### config.mk
export PLATFORM = sky130hd
export DESIGN_NAME = klotski_shuffle_flat
export DESIGN_NICKNAME = d
export VERILOG_FILES = /design/src/rtl/klotski_pkg.sv /design/src/rtl/klotski_shuffle_if.sv /design/src/rtl/klotski_lfsr16.sv /design/src/rtl/klotski_shuffle.sv /design/src/flat_wrapper.sv
export SDC_FILE = /design/constraint.sdc
export NUM_CORES = 1
export LEC_CHECK = 0
export BUFFER_PORTS_ARGS = -buffer_cell sky130_fd_sc_hd__buf_4
export CAP_MARGIN = 15
export CORE_MARGIN = 4
export CORE_UTILIZATION = 50
export DETAILED_ROUTE_END_ITERATION = 12
export GPL_TIMING_DRIVEN = 0
export MAX_ROUTING_LAYER = met4
export PLACE_DENSITY_LB_ADDON = 0.15
export SKIP_CTS_REPAIR_TIMING = 1
export SLEW_MARGIN = 20
export SYNTH_ARGS = -nofsm -noshare
export SYNTH_HDL_FRONTEND = slang
export SYNTH_SLANG_ARGS = --single-unit
### constraint.sdc
create_clock -name i_clk -period 7 [get_ports i_clk]
set_input_delay 1.4 -clock i_clk [delete_from_list [all_inputs] [get_ports i_clk]]
set_output_delay 1.4 -clock i_clk [all_outputs]
set_load 0.02 [all_outputs]
### src/rtl/klotski_pkg.sv
// Shared types and helpers for the sliding-puzzle datapath (scrambler and solvers).
// Board cells are indexed [row][col] with row 0 at the top; value 0 is the blank.
package klotski_pkg;

  typedef enum logic [1:0] {
    UP    = 2'd0,
    DOWN  = 2'd1,
    LEFT  = 2'd2,
    RIGHT = 2'd3
  } dir_t;

  typedef logic [0:3][0:3][3:0] board_t;
  typedef logic [0:1][1:0]      pos_t;   // {row, col}

  typedef enum logic [1:0] {
    S_IDLE,
    S_PICK,
    S_MOVE,
    S_FINISH
  } shuffle_state_t;

  localparam board_t SOLVED_BOARD = {
    4'd1,  4'd2,  4'd3,  4'd4,
    4'd5,  4'd6,  4'd7,  4'd8,
    4'd9,  4'd10, 4'd11, 4'd12,
    4'd13, 4'd14, 4'd15, 4'd0
  };
  localparam pos_t        BLANK_HOME = {2'd3, 2'd3};
  localparam logic [15:0] LFSR_TAPS  = 16'hB400;

  // UP/DOWN and LEFT/RIGHT differ only in bit 0.
  function automatic dir_t dir_reverse(input dir_t d);
    return dir_t'(d ^ 2'b01);
  endfunction

  function automatic logic dir_in_bounds(input pos_t z, input dir_t d);
    case (d)
      UP:      return z[0] != 2'd0;
      DOWN:    return z[0] != 2'd3;
      LEFT:    return z[1] != 2'd0;
      default: return z[1] != 2'd3;
    endcase
  endfunction

  function automatic pos_t pos_step(input pos_t z, input dir_t d);
    pos_t n;
    n = z;
    case (d)
      UP:      n[0] = z[0] - 2'd1;
      DOWN:    n[0] = z[0] + 2'd1;
      LEFT:    n[1] = z[1] - 2'd1;
      default: n[1] = z[1] + 2'd1;
    endcase
    return n;
  endfunction

endpackage

### src/rtl/klotski_shuffle_if.sv
// Control and result bundle of the scrambler; master drives the request, slave is the scrambler.
interface klotski_shuffle_if #(
  parameter int unsigned STEPS_W = 8
);
  logic                  i_start;
  logic [15:0]           i_seed;
  logic [STEPS_W-1:0]    i_steps;
  logic [3:0][3:0][3:0]  o_klotski;
  logic [3:0]            o_zero_pos;
  logic                  o_move_valid;
  logic [1:0]            o_move_dir;
  logic                  o_busy;
  logic                  o_finished;

  modport master (
    output i_start, i_seed, i_steps,
    input  o_klotski, o_zero_pos, o_move_valid, o_move_dir, o_busy, o_finished
  );

  modport slave (
    input  i_start, i_seed, i_steps,
    output o_klotski, o_zero_pos, o_move_valid, o_move_dir, o_busy, o_finished
  );
endinterface

### src/rtl/klotski_lfsr16.sv
// 16-bit Galois shift-right LFSR; a zero seed is replaced by SEED_DEFAULT so it never locks up.
module klotski_lfsr16
  import klotski_pkg::*;
#(
  parameter logic [15:0] SEED_DEFAULT = 16'hACE1
) (
  input  logic        i_clk,
  input  logic        i_rst_n,
  input  logic        i_load,
  input  logic [15:0] i_seed,
  input  logic        i_adv,
  output logic [15:0] o_lfsr
);

  // NOTE: sequential state is written with non-blocking assignments only, so every
  // flop samples the pre-edge values regardless of process ordering.
  always_ff @(posedge i_clk or negedge i_rst_n) begin
    if (!i_rst_n) begin
      o_lfsr <= '0;
    end else if (i_load) begin
      o_lfsr <= (i_seed == 16'h0000) ? SEED_DEFAULT : i_seed;
    end else if (i_adv) begin
      o_lfsr <= o_lfsr[0] ? ((o_lfsr >> 1) ^ LFSR_TAPS) : (o_lfsr >> 1);
    end
  end

endmodule

### src/rtl/klotski_shuffle.sv
// Scrambles a solved 4x4 board by walking the blank N pseudo-random legal steps,
// streaming each move out so the scramble can be replayed downstream.
module klotski_shuffle
  import klotski_pkg::*;
#(
  parameter logic [15:0] SEED_DEFAULT = 16'hACE1,
  parameter int unsigned STEPS_W      = 8
) (
  input  logic               i_clk,
  input  logic               i_rst_n,
  klotski_shuffle_if.slave   bus
);

  shuffle_state_t      state_q, state_d;
  board_t              board_q;
  pos_t                zero_q, zero_nb;
  dir_t                dir_q, prev_q, move_dir_q, pick_dir;
  logic                prev_valid_q;
  logic [STEPS_W-1:0]  count_q;
  logic [1:0]          cand_bits;
  logic [13:0]         lfsr_unused;
  logic                start_ok;
  logic                move_valid_q, finished_q, busy_q;

  assign start_ok = (state_q == S_IDLE) && bus.i_start;

  klotski_lfsr16 #(.SEED_DEFAULT(SEED_DEFAULT)) u_lfsr (
    .i_clk   (i_clk),
    .i_rst_n (i_rst_n),
    .i_load  (start_ok),
    .i_seed  (bus.i_seed),
    .i_adv   (state_q == S_PICK),
    .o_lfsr  ({lfsr_unused, cand_bits})
  );

  // Rotate-priority pick: scanning from candidate+3 down to candidate leaves the
  // lowest-offset legal direction as the final assignment.
  function automatic dir_t pick_first_legal(input logic [1:0] base, input pos_t z,
                                            input logic pv, input dir_t prev);
    dir_t cand, pick;
    pick = dir_t'(base);
    for (int i = 3; i >= 0; i--) begin
      cand = dir_t'(base + 2'(i));
      if (dir_in_bounds(z, cand) && !(pv && (cand == dir_reverse(prev)))) pick = cand;
    end
    return pick;
  endfunction

  assign pick_dir = pick_first_legal(cand_bits, zero_q, prev_valid_q, prev_q);
  assign zero_nb  = pos_step(zero_q, dir_q);

  always_ff @(posedge i_clk or negedge i_rst_n) begin
    if (!i_rst_n) state_q <= S_IDLE;
    else          state_q <= state_d;
  end

  // NOTE: state_d gets its hold value before the case so no path leaves it unassigned
  // and no latch is inferred.
  always_comb begin
    state_d = state_q;
    unique case (state_q)
      S_IDLE:   if (bus.i_start) state_d = (bus.i_steps == '0) ? S_FINISH : S_PICK;
      S_PICK:   state_d = S_MOVE;
      S_MOVE:   state_d = (count_q == STEPS_W'(1)) ? S_FINISH : S_PICK;
      S_FINISH: state_d = S_IDLE;
      default:  state_d = S_IDLE;
    endcase
  end

  // NOTE: the 16-cell board sits in flops, not RAM, so it takes the async reset
  // like any other register.
  always_ff @(posedge i_clk or negedge i_rst_n) begin
    if (!i_rst_n) begin
      board_q      <= '0;
      zero_q       <= '0;
      dir_q        <= UP;
      prev_q       <= UP;
      move_dir_q   <= UP;
      prev_valid_q <= 1'b0;
      count_q      <= '0;
      move_valid_q <= 1'b0;
      finished_q   <= 1'b0;
      busy_q       <= 1'b0;
    end else begin
      move_valid_q <= 1'b0;
      finished_q   <= (state_q == S_FINISH);
      // Busy stays up through the done pulse and drops the cycle after.
      busy_q       <= (state_q != S_IDLE) || bus.i_start;
      unique case (state_q)
        S_IDLE: begin
          if (bus.i_start) begin
            board_q      <= SOLVED_BOARD;
            zero_q       <= BLANK_HOME;
            count_q      <= bus.i_steps;
            prev_valid_q <= 1'b0;
          end
        end
        S_PICK: dir_q <= pick_dir;
        S_MOVE: begin
          board_q[zero_q[0]][zero_q[1]]   <= board_q[zero_nb[0]][zero_nb[1]];
          board_q[zero_nb[0]][zero_nb[1]] <= 4'd0;
          zero_q       <= zero_nb;
          prev_q       <= dir_q;
          prev_valid_q <= 1'b1;
          count_q      <= count_q - STEPS_W'(1);
          move_valid_q <= 1'b1;
          move_dir_q   <= dir_q;
        end
        default: ;
      endcase
    end
  end

  for (genvar r = 0; r < 4; r++) begin : g_row
    for (genvar c = 0; c < 4; c++) begin : g_col
      assign bus.o_klotski[r][c] = board_q[r][c];
    end
  end

  assign bus.o_zero_pos   = zero_q;
  assign bus.o_move_valid = move_valid_q;
  assign bus.o_move_dir   = move_dir_q;
  assign bus.o_busy       = busy_q;
  assign bus.o_finished   = finished_q;

endmodule
### src/flat_wrapper.sv
// flat-port wrapper written by rule: the top's interface ports become plain ports
module klotski_shuffle_flat import klotski_pkg::*;
#(
  parameter logic [15:0] SEED_DEFAULT = 16'hACE1,
  parameter int unsigned STEPS_W      = 8
)
  (i_clk, i_rst_n, bus_i_start, bus_i_seed, bus_i_steps, bus_o_klotski, bus_o_zero_pos, bus_o_move_valid, bus_o_move_dir, bus_o_busy, bus_o_finished);
  klotski_shuffle_if #(.STEPS_W(STEPS_W)) bus_i ();
  input  logic i_clk;
  input  logic i_rst_n;
  input wire logic [$bits(bus_i.i_start)-1:0] bus_i_start;
  input wire logic [$bits(bus_i.i_seed)-1:0] bus_i_seed;
  input wire logic [$bits(bus_i.i_steps)-1:0] bus_i_steps;
  output wire logic [$bits(bus_i.o_klotski)-1:0] bus_o_klotski;
  output wire logic [$bits(bus_i.o_zero_pos)-1:0] bus_o_zero_pos;
  output wire logic [$bits(bus_i.o_move_valid)-1:0] bus_o_move_valid;
  output wire logic [$bits(bus_i.o_move_dir)-1:0] bus_o_move_dir;
  output wire logic [$bits(bus_i.o_busy)-1:0] bus_o_busy;
  output wire logic [$bits(bus_i.o_finished)-1:0] bus_o_finished;
  assign bus_i.i_start = bus_i_start;
  assign bus_i.i_seed = bus_i_seed;
  assign bus_i.i_steps = bus_i_steps;
  assign bus_o_klotski = bus_i.o_klotski;
  assign bus_o_zero_pos = bus_i.o_zero_pos;
  assign bus_o_move_valid = bus_i.o_move_valid;
  assign bus_o_move_dir = bus_i.o_move_dir;
  assign bus_o_busy = bus_i.o_busy;
  assign bus_o_finished = bus_i.o_finished;
  klotski_shuffle #(.SEED_DEFAULT(SEED_DEFAULT), .STEPS_W(STEPS_W)) u_core (.i_clk(i_clk), .i_rst_n(i_rst_n), .bus(bus_i));
endmodule
==> results of run 1 <==
## cell usage after synthesis (9+ instances only)
master    count  area share
a211oi_1      9      0.0096
a21oi_1      76       0.054
a221oi_1     11       0.014
a31oi_1      15       0.013
and2_1       10      0.0089
buf_2        17       0.012
buf_4        10       0.011
clkbuf_1     24       0.013
dfrtp_1     102        0.36
ha_1         10       0.018
inv_1        22       0.012
mux2i_1      16       0.023
nand2_1      95       0.051
nand2b_1     15       0.013
nand3_1      16       0.011
nor2_1       66       0.035
nor2b_1      15       0.013
nor3_1       18       0.013
nor3b_1      10       0.011
nor4_1       15       0.013
o21ai_0      74       0.053
o22ai_1      28       0.025
xnor2_1       9       0.011
## registers in the layout, summed over array words and instances (netlist names)
signal                   flops
u_core.bus.o_busy            1
u_core.count_q               8
u_core.bus.o_klotski        64
u_core.bus.o_zero_pos        4
u_core.u_lfsr.o_lfsr        16
u_core.state_q               2
u_core.dir_q                 2
u_core.prev_q                2
u_core.prev_valid_q          1
u_core.bus.o_finished        1
u_core.bus.o_move_valid      1
## metal layers
metal,track usage,vias to the layer above,routed length [um]
met4,0.185,0,1600
met3,0.0884,112,3330
met5,-,-,0
met1,0.482,3796,11600
met2,0.585,567,13700
li1,-,3357,-
## cell type report
class | instances | area, um2
buffer | 67 | 375
clock buffer | 9 | 225
clock inverter | 6 | 78.8
fill | 1289 | 5510
inverter | 23 | 86.3
multi-input combinational | 654 | 4020
sequential | 102 | 2550
tap | 180 | 225
timing repair buffer | 99 | 747
## logic make-up (layout without fill, tap and decap cells)
logic type               after synthesis  after routing  synth area share
adder cells (fa/ha/maj)               10             10            0.0178
XOR/XNOR                              13             13            0.0194
buffers and inverters                 90            204            0.0656
AO/OA/AOI/OAI                        303            303             0.277
multiplexers                          24             24            0.0420
flip-flops                           102            102             0.363
AND/OR/NAND/NOR                      304            304             0.216
## path summary, 6_finish.rpt
path                                               from                       end  slack [ns]  cells after the start
worst max register to register        u_core.state_q[1]  u_core.bus.o_klotski[14]        3.76                      8
worst min-delay path            u_core.u_lfsr.o_lfsr[6]   u_core.u_lfsr.o_lfsr[5]        0.51                      2
worst min register to register  u_core.u_lfsr.o_lfsr[6]   u_core.u_lfsr.o_lfsr[5]        0.51                      2
worst max-delay path                  u_core.state_q[1]  u_core.bus.o_klotski[14]        3.76                      8
min in group asynchronous                       i_rst_n  u_core.bus.o_klotski[44]        1.16                      1
max in group asynchronous                       i_rst_n   u_core.u_lfsr.o_lfsr[9]        5.20                      1
## per-stage QoR
step	worst slack [ns]	power, mW	utilization	area [um2]	hold slack (ns)
after CTS	3.87	4.30	0.601	8310	0.494
after global placement	4.00	3.76	0.579	8010	0.468
after global routing	3.63	4.58	0.601	8310	0.522
final	3.76	4.43	0.601	8310	0.505
after floorplan	4.63	2.70	-	7040	0.446
after detailed placement	3.94	3.76	0.579	8010	0.471
## power by group through the flow
stage	Clock, mW	Combinational [mW]	Sequential [mW]
2_1_floorplan	0	1.66	1.04
3_3_place_gp	0	2.76	0.994
3_5_place_dp	0	2.76	0.996
4_1_cts	0.541	2.77	0.987
5_1_grt	0.563	3.00	1.02
6_report	0.543	2.89	0.998
## worst max-delay path, cell delays in order (launching register included)
cell and delay [ns]:
dfrtp_1 0.33, clkbuf_1 0.24, nand2b_1 0.12, clkbuf_1 0.22
inv_1 0.11, clkbuf_1 0.49, clkbuf_1 0.77, buf_1 0.56
a221oi_1 0.23
==> results.yml, run 1 <==
global_routing:
  grt_first_pass_wirelength_um: 45200
  grt_max_degree: 103
  overflow: 0
  antenna_found_initial: 0
  grt_pass1_vias: 7443
  track_usage: 0.383
yosys:
  synth_area_um2: 7040
  yosys_warnings: 0
  synth_fp_nets: 883
  synth.distinct_cells: 81
  ys_ff_latch: 102
  yosysSeqAreaShare: 0.363
  synth_edf_count: 0
  synth_async_sr_flop_share: 1.00
  avgSynthCellArea_um2: 8.32
  syn_inst: 846
  ys.flop_type: "dfrtp_1"
worst_setup_path:
  critPathCaptureType: "flip-flop"
  critPathKind: "reg2reg"
  critPathRequiredTime_ns: 7.20
  crit_path_start_kind: "flip-flop"
  crit_arrival_ns: 3.44
  worst-path-max-fanout: 10
hold_path:
  hp-class: "reg2reg"
placed_design:
  placedCellCount: 1125
  hpwlAfterDp_um: 22000
  port_buffers: 99
  place_congestion: 1.07
timing:
  maxSlewHeadroom: 0.352
  fin_crit_sh: 0.463
  rsz0062_at_grt: "false"
  drv_slew: 0
  final-hold-violation-count: 0
  tightest_slew_ns: 0.972
  tns_ns: 0
  min_period_ns: 3.24
  skew_ns: 0.0120
  setup_viol: 0
  fmax_ghz: 0.309
cells_and_area:
  stdcell_count: 1140
  final_cell_mix: "buf_4 (108), dfrtp_1 (102), nand2_1 (95)"
  area_growth_pct: 18.1
  final_nets: 993
  num_antenna_cells: 0
  final_common_cell: "buf_4"
  drive_gt1_frac: 0.188
pwr:
  combPwrFrac: 0.652
  ir_drop_mv: 0.262
  switchingPower_mw: 2.43
  cellLeakagePower_nw: 3.42
  power.density_nw_per_um2: 532
  clkPwrFrac: 0.123
  p_seq_frac: 0.225
  p_int_mw: 2.00
  swShare: 0.549
detailed_routing:
  wl_per_cell_um: 26.6
  drc_errors: 0
  wl_um: 30300
  ant_nets: 0
  dr.pass1.iters: 6
  vias_per_cell: 6.87
  drtIter0Drc: 1064
  vias: 7832
clocking:
  cts_tree: "yes"
  clk_pin_slew_ns: 0.08
  htree_levels: 3
  cts_sinks: 102
  cts_root_buf: "clkbuf_16"
  cts_buffers: 9
  clock_latency_ns: 0.36
  cts.path.max_buffers: 2
floorplan:
  die_h_um: 127
  die_w_um: 127
  num_rows: 43
  num_io_pins: 100
  dieArea_um2: 16000
  fp.coreArea_um2: 13800
  start_util: 0.509
run_status:
  status: "complete, no violations"
flow_run:
  cap_violations: 0
No activity file was read; power rests on OpenSTA's default activity.
==> run 2: changes to the inputs <==
Clock period 7 ns to 3.3 ns, I/O delays scaled along.
==> results.yml, run 2 (same netlist as run 1, synthesis figures left out) <==
detailed_routing:
  wl_um: 30300
  wl_per_cell_um: 26.6
  dr.pass1.iters: 5
  drc_errors: 0
  drtIter0Drc: 1165
  vias: 7842
  ant_nets: 0
  vias_per_cell: 6.88
cells_and_area:
  num_antenna_cells: 0
  drive_gt1_frac: 0.189
  final_cell_mix: "buf_4 (108), dfrtp_1 (102), nand2_1 (95)"
  final_nets: 993
  stdcell_count: 1140
  design_area_um2: 8320
  area_growth_pct: 18.2
  final_common_cell: "buf_4"
  largest_reg_flops: 64
timing:
  min_period_ns: 3.25
  fmax_ghz: 0.307
  setup_viol: 0
  maxSlewHeadroom: 0.362
  fin_crit_sh: 0.986
  tightest_slew_ns: 0.957
  skew_ns: 0.0122
  drv_slew: 0
  setup_ws_ns: 0.0464
  final-hold-violation-count: 0
  rsz0062_at_grt: "false"
  tns_ns: 0
worst_setup_path:
  endpoint: "u_core.bus.o_klotski[14]"
  reg2reg_depth: 7
  critPathRequiredTime_ns: 3.55
  critPathKind: "reg2reg"
  crit_path_start_kind: "flip-flop"
  r2r_end: "u_core.bus.o_klotski[14]"
  ff2ff_setup_slack_ns: 0.05
  r2r-start: "u_core.bus.o_zero_pos[0]"
  crit_arrival_ns: 3.50
  crit_slowest_cell: "clkbuf_1"
  critPathLaunch: "u_core.bus.o_zero_pos[0]"
  slowest_delay_ns: 0.64
  worst-path-max-fanout: 10
  crit_chain: "clkbuf_2 > nand2b_1 > clkbuf_1 > nor3_1 > nor4_1 > nand4_2 > a221oi_1"
  critPathCaptureType: "flip-flop"
pwr:
  cellLeakagePower_nw: 3.42
  power.density_nw_per_um2: 1130
  ir_drop_mv: 0.555
  power_mw: 9.39
placed_design:
  postPlaceCellArea_um2: 8010
  placedCellCount: 1125
  hpwlAfterDp_um: 22000
  port_buffers: 99
  place_congestion: 1.07
  pre_cts_slack_ns: 0.245
global_routing:
  grt_pass1_vias: 7443
  track_usage: 0.383
  antenna_found_initial: 0
  grt_max_degree: 103
  overflow: 0
  grt_first_pass_wirelength_um: 45200
clocking:
  cts_sinks: 102
  cts_root_buf: "clkbuf_16"
  cts_buffers: 9
  cts_tree: "yes"
  clock_latency_ns: 0.37
  cts.path.max_buffers: 2
  htree_levels: 3
  clk_pin_slew_ns: 0.08
floorplan:
  dieArea_um2: 16000
  die_w_um: 127
  fp.coreArea_um2: 13800
  start_util: 0.509
  die_h_um: 127
  num_io_pins: 100
  num_rows: 43
hold_path:
  hp-class: "in2async"
flow_run:
  cap_violations: 0
run_status:
  status: "complete, no violations"
-- run 2: cell counts in the layout (fill, tap and decap cells not counted) --
Identical to the previous run, type by type.
-- run 2: layout make-up --
type	instances	area (um2)
inverters	23	86.3
multi-input cells	654	4020
plain buffers	67	377
clock inverters	6	78.8
flip-flops and latches	102	2550
fillers	1288	5510
well taps	180	225
repair buffers	99	747
clock buffers	9	225
-- run 2: where the power goes --
part | internal [mW] | total, mW | switching, mW
clock network | 0.602 | 1.16 | 0.556
logic | 2.00 | 6.12 | 4.12
registers | 1.64 | 2.12 | 0.477
total | 4.24 | 9.39 | 5.15
-- run 2: critical path: cells and delay by family, from the launching register on --
family                 cells  cell delay [ns]
AO/OA/AOI/OAI              1             0.47
flip-flops                 1             0.47
buffers and inverters      2             0.90
AND/OR/NAND/NOR            4             1.29
-- run 2: per-stage QoR --
| step | hold WS [ns] | utilization |
|---|---|---|
| CTS | 0.456 | 0.601 |
| global placement | 0.468 | 0.579 |
| global route | 0.508 | 0.601 |
| detailed placement | 0.471 | 0.579 |
| finish | 0.402 | 0.601 |
| floorplan | 0.364 | - |
-- run 2: worst min path at each step --
stage / start / cells after the start / to / slack, ns
3_3_place_gp: u_core.u_lfsr.o_lfsr[15] / 2 / u_core.u_lfsr.o_lfsr[15] / 0.47
5_1_grt: i_rst_n / 1 / u_core.bus.o_klotski[48] / 0.51
6_report: i_rst_n / 1 / u_core.bus.o_klotski[28] / 0.40
4_1_cts: i_rst_n / 1 / u_core.bus.o_klotski[48] / 0.46
3_5_place_dp: u_core.u_lfsr.o_lfsr[9] / 2 / u_core.u_lfsr.o_lfsr[9] / 0.47
2_1_floorplan: i_rst_n / 0 / u_core.bus.o_busy / 0.36
-- run 2: metal layers --
metal | track usage | part of all wire
met3 | 0.0884 | 0.12
met1 | 0.482 | 0.37
met5 | - | 0
met4 | 0.185 | 0.054
met2 | 0.585 | 0.46
==> run 3: changes to the inputs <==
Settings changed: SYNTH_HIERARCHICAL from default to 1.
==> results.yml, run 3 <==
cells_and_area:
  largest_reg_flops: 64
  nFillCells: 1221
  final_nets: 935
  design_area_um2: 8190
  drive_gt1_frac: 0.223
  final_cell_mix: "buf_4 (112), dfrtp_1 (101), nand2_1 (86)"
  area_growth_pct: 19.6
  final_util: 0.614
  multi_input_area_um2: 3930
  seq_area_um2: 2550
  final_common_cell: "buf_4"
  num_antenna_cells: 0
detailed_routing:
  drtIter0Drc: 1310
  wl_met3_um: 4670
  wl_um: 30700
  dr.pass1.iters: 7
  vias: 7691
  vias_per_cell: 7.12
  drt-met1-wl_um: 11300
  ant_nets: 0
  wl_met2_um: 13000
  wl_per_cell_um: 28.5
  drc_errors: 0
  maxUsedRoutingLayer: "met4"
yosys:
  synth_common_cells: "dfrtp_1 (102), nand2_1 (86), o21ai_0 (78)"
  synth_top_area_frac: 0.373
  synth_largest_area_cell: "dfrtp_1"
  synth_most_common_cell: "dfrtp_1"
  yosysSeqAreaShare: 0.373
  netlist_top_cells_area: "dfrtp_1 (37%), o21ai_0 (5.7%), a21oi_1 (5.3%), nand2_1 (4.7%), mux2i_1 (4.1%)"
  yosys.area_share.simple: 0.179
  ys.flop_type: "dfrtp_1"
  yosys_warnings: 6
  yosys.area_share.adder: 0.0146
  ys_ff_latch: 102
  synth_area_um2: 6850
  synth_edf_count: 0
  yosys.area_share.xor_xnor: 0.0203
  synth.distinct_cells: 75
  synth-compound-area-share: 0.270
  syn_inst: 787
  synthMuxAreaShare: 0.0820
  synth_top_family_by_area: "compound AO/OA/AOI/OAI gates"
  synth_async_sr_flop_share: 1.00
  avgSynthCellArea_um2: 8.70
  synth_fp_nets: 822
worst_setup_path:
  ff2ff_setup_slack_ns: 0.03
  r2r_end: "u_core/bus.o_klotski[39]"
  crit_arrival_ns: 3.45
  worst-path-max-fanout: 10
  r2r-start: "u_core/dir_q[0]"
  critPathRequiredTime_ns: 3.48
  critPathCaptureType: "flip-flop"
  critPathKind: "reg2reg"
  endpoint: "u_core/bus.o_klotski[39]"
  critPathLaunch: "u_core/dir_q[0]"
  crit_path_start_kind: "flip-flop"
  reg2reg_depth: 10
timing:
  tightest_slew_ns: 1.03
  fin_crit_sh: 0.991
  min_period_ns: 3.27
  setup_viol: 0
  maxSlewHeadroom: 0.305
  skew_ns: 0.00632
  drv_slew: 0
  final-hold-violation-count: 0
  fmax_ghz: 0.306
  rsz0062_at_grt: "false"
clocking:
  clk_pin_slew_ns: 0.07
  cts_sinks: 102
  cts_buffers: 9
  htree_levels: 3
  cts_root_buf: "clkbuf_16"
  cts_tree: "yes"
  cts.path.max_buffers: 2
  clock_latency_ns: 0.35
pwr:
  ir_drop_mv: 0.870
  power.density_nw_per_um2: 1250
  cellLeakagePower_nw: 3.42
floorplan:
  dieArea_um2: 15600
  die_w_um: 125
  num_rows: 42
  start_util: 0.513
  fp.coreArea_um2: 13300
  num_io_pins: 100
  die_h_um: 125
hold_path:
  hp-class: "in2async"
global_routing:
  overflow: 0
  track_usage: 0.396
  grt_pass1_vias: 7366
  antenna_found_initial: 0
  grt_first_pass_wirelength_um: 45800
  grt_max_degree: 103
placed_design:
  port_buffers: 98
  postPlaceCellArea_um2: 7810
  hpwlAfterDp_um: 22100
  place_congestion: 1.08
flow_run:
  cap_violations: 0
run_status:
  status: "complete, no violations"
==> run 3: cell count changes after synthesis, moves of 6 or more <==
cell      change
mux2i_1      +12
nor4_1       -12
nand2_1       -9
nor2b_1       -6
clkbuf_1      -7
a221oi_1      -8
inv_1         +7
nor3_1        -8
==> run 3: worst max-delay path, cell delays in order, from the launching register on <==
cell,delay [ns]
dfrtp_1,0.45
buf_4,0.22
xnor2_4,0.41
buf_2,0.39
mux4_2,0.35
nand2_1,0.08
o21ai_0,0.07
a21boi_0,0.24
a21o_1,0.44
buf_4,0.32
a31oi_1,0.12
==> run 3: layer usage <==
| metal | global-route usage | vias up |
|---|---|---|
| li1 | - | 3134 |
| met1 | 0.512 | 3706 |
| met2 | 0.564 | 699 |
| met4 | 0.180 | 0 |
| met3 | 0.131 | 152 |
| met5 | - | - |
==> run 3: worst min-delay path by stage <==
stage,cells after the start,end,start
2_1_floorplan,0,u_core/bus.o_busy,i_rst_n
3_3_place_gp,2,u_core/bus.o_move_dir[0],u_core/bus.o_move_dir[0]
3_5_place_dp,2,u_core/bus.o_move_dir[0],u_core/bus.o_move_dir[0]
4_1_cts,1,u_core/count_q[2],i_rst_n
5_1_grt,1,u_core/count_q[4],i_rst_n
6_report,1,u_core/count_q[2],i_rst_n
==> run 3: power by group <==
part / leakage [nW] / switching [mW] / internal [mW]
sequential: 1.19 / 0.561 / 1.70
combinational: 2.09 / 4.62 / 2.32
clock: 0.145 / 0.500 / 0.576
==> run 3: kinds of logic (layout without fill, tap and decap cells) <==
| group | after synthesis | after routing |
|---|---|---|
| fa+ha+maj | 8 | 8 |
| simple gates | 249 | 249 |
| flops | 102 | 102 |
| mux | 44 | 44 |
| xor+xnor | 15 | 15 |
| compound gates | 282 | 282 |
| buf+inv | 87 | 204 |
==> run 3: area by class of cell <==
type                    count  area share
flip-flops and latches    102       0.312
clock buffers              12      0.0325
well taps                 176      0.0269
clock inverters             3     0.00321
repair buffers            102      0.0940
inverters                  32      0.0147
multi-input cells         598       0.480
plain buffers              55      0.0370
==> run 3: metrics by stage <==
stage                     hold WS (ns)  total power, mW  instances  setup TNS, ns  worst slack (ns)
after CTS                        0.458             9.67       1076          -8.28            -0.494
after global placement           0.520             8.47       1061          -9.24            -0.542
after floorplan                  0.364             6.02        787              0             0.930
after detailed placement         0.521             8.57       1061          -7.51            -0.461
after global routing             0.500             10.5       1080              0           0.00749
final                            0.393             10.3       1080              0            0.0286
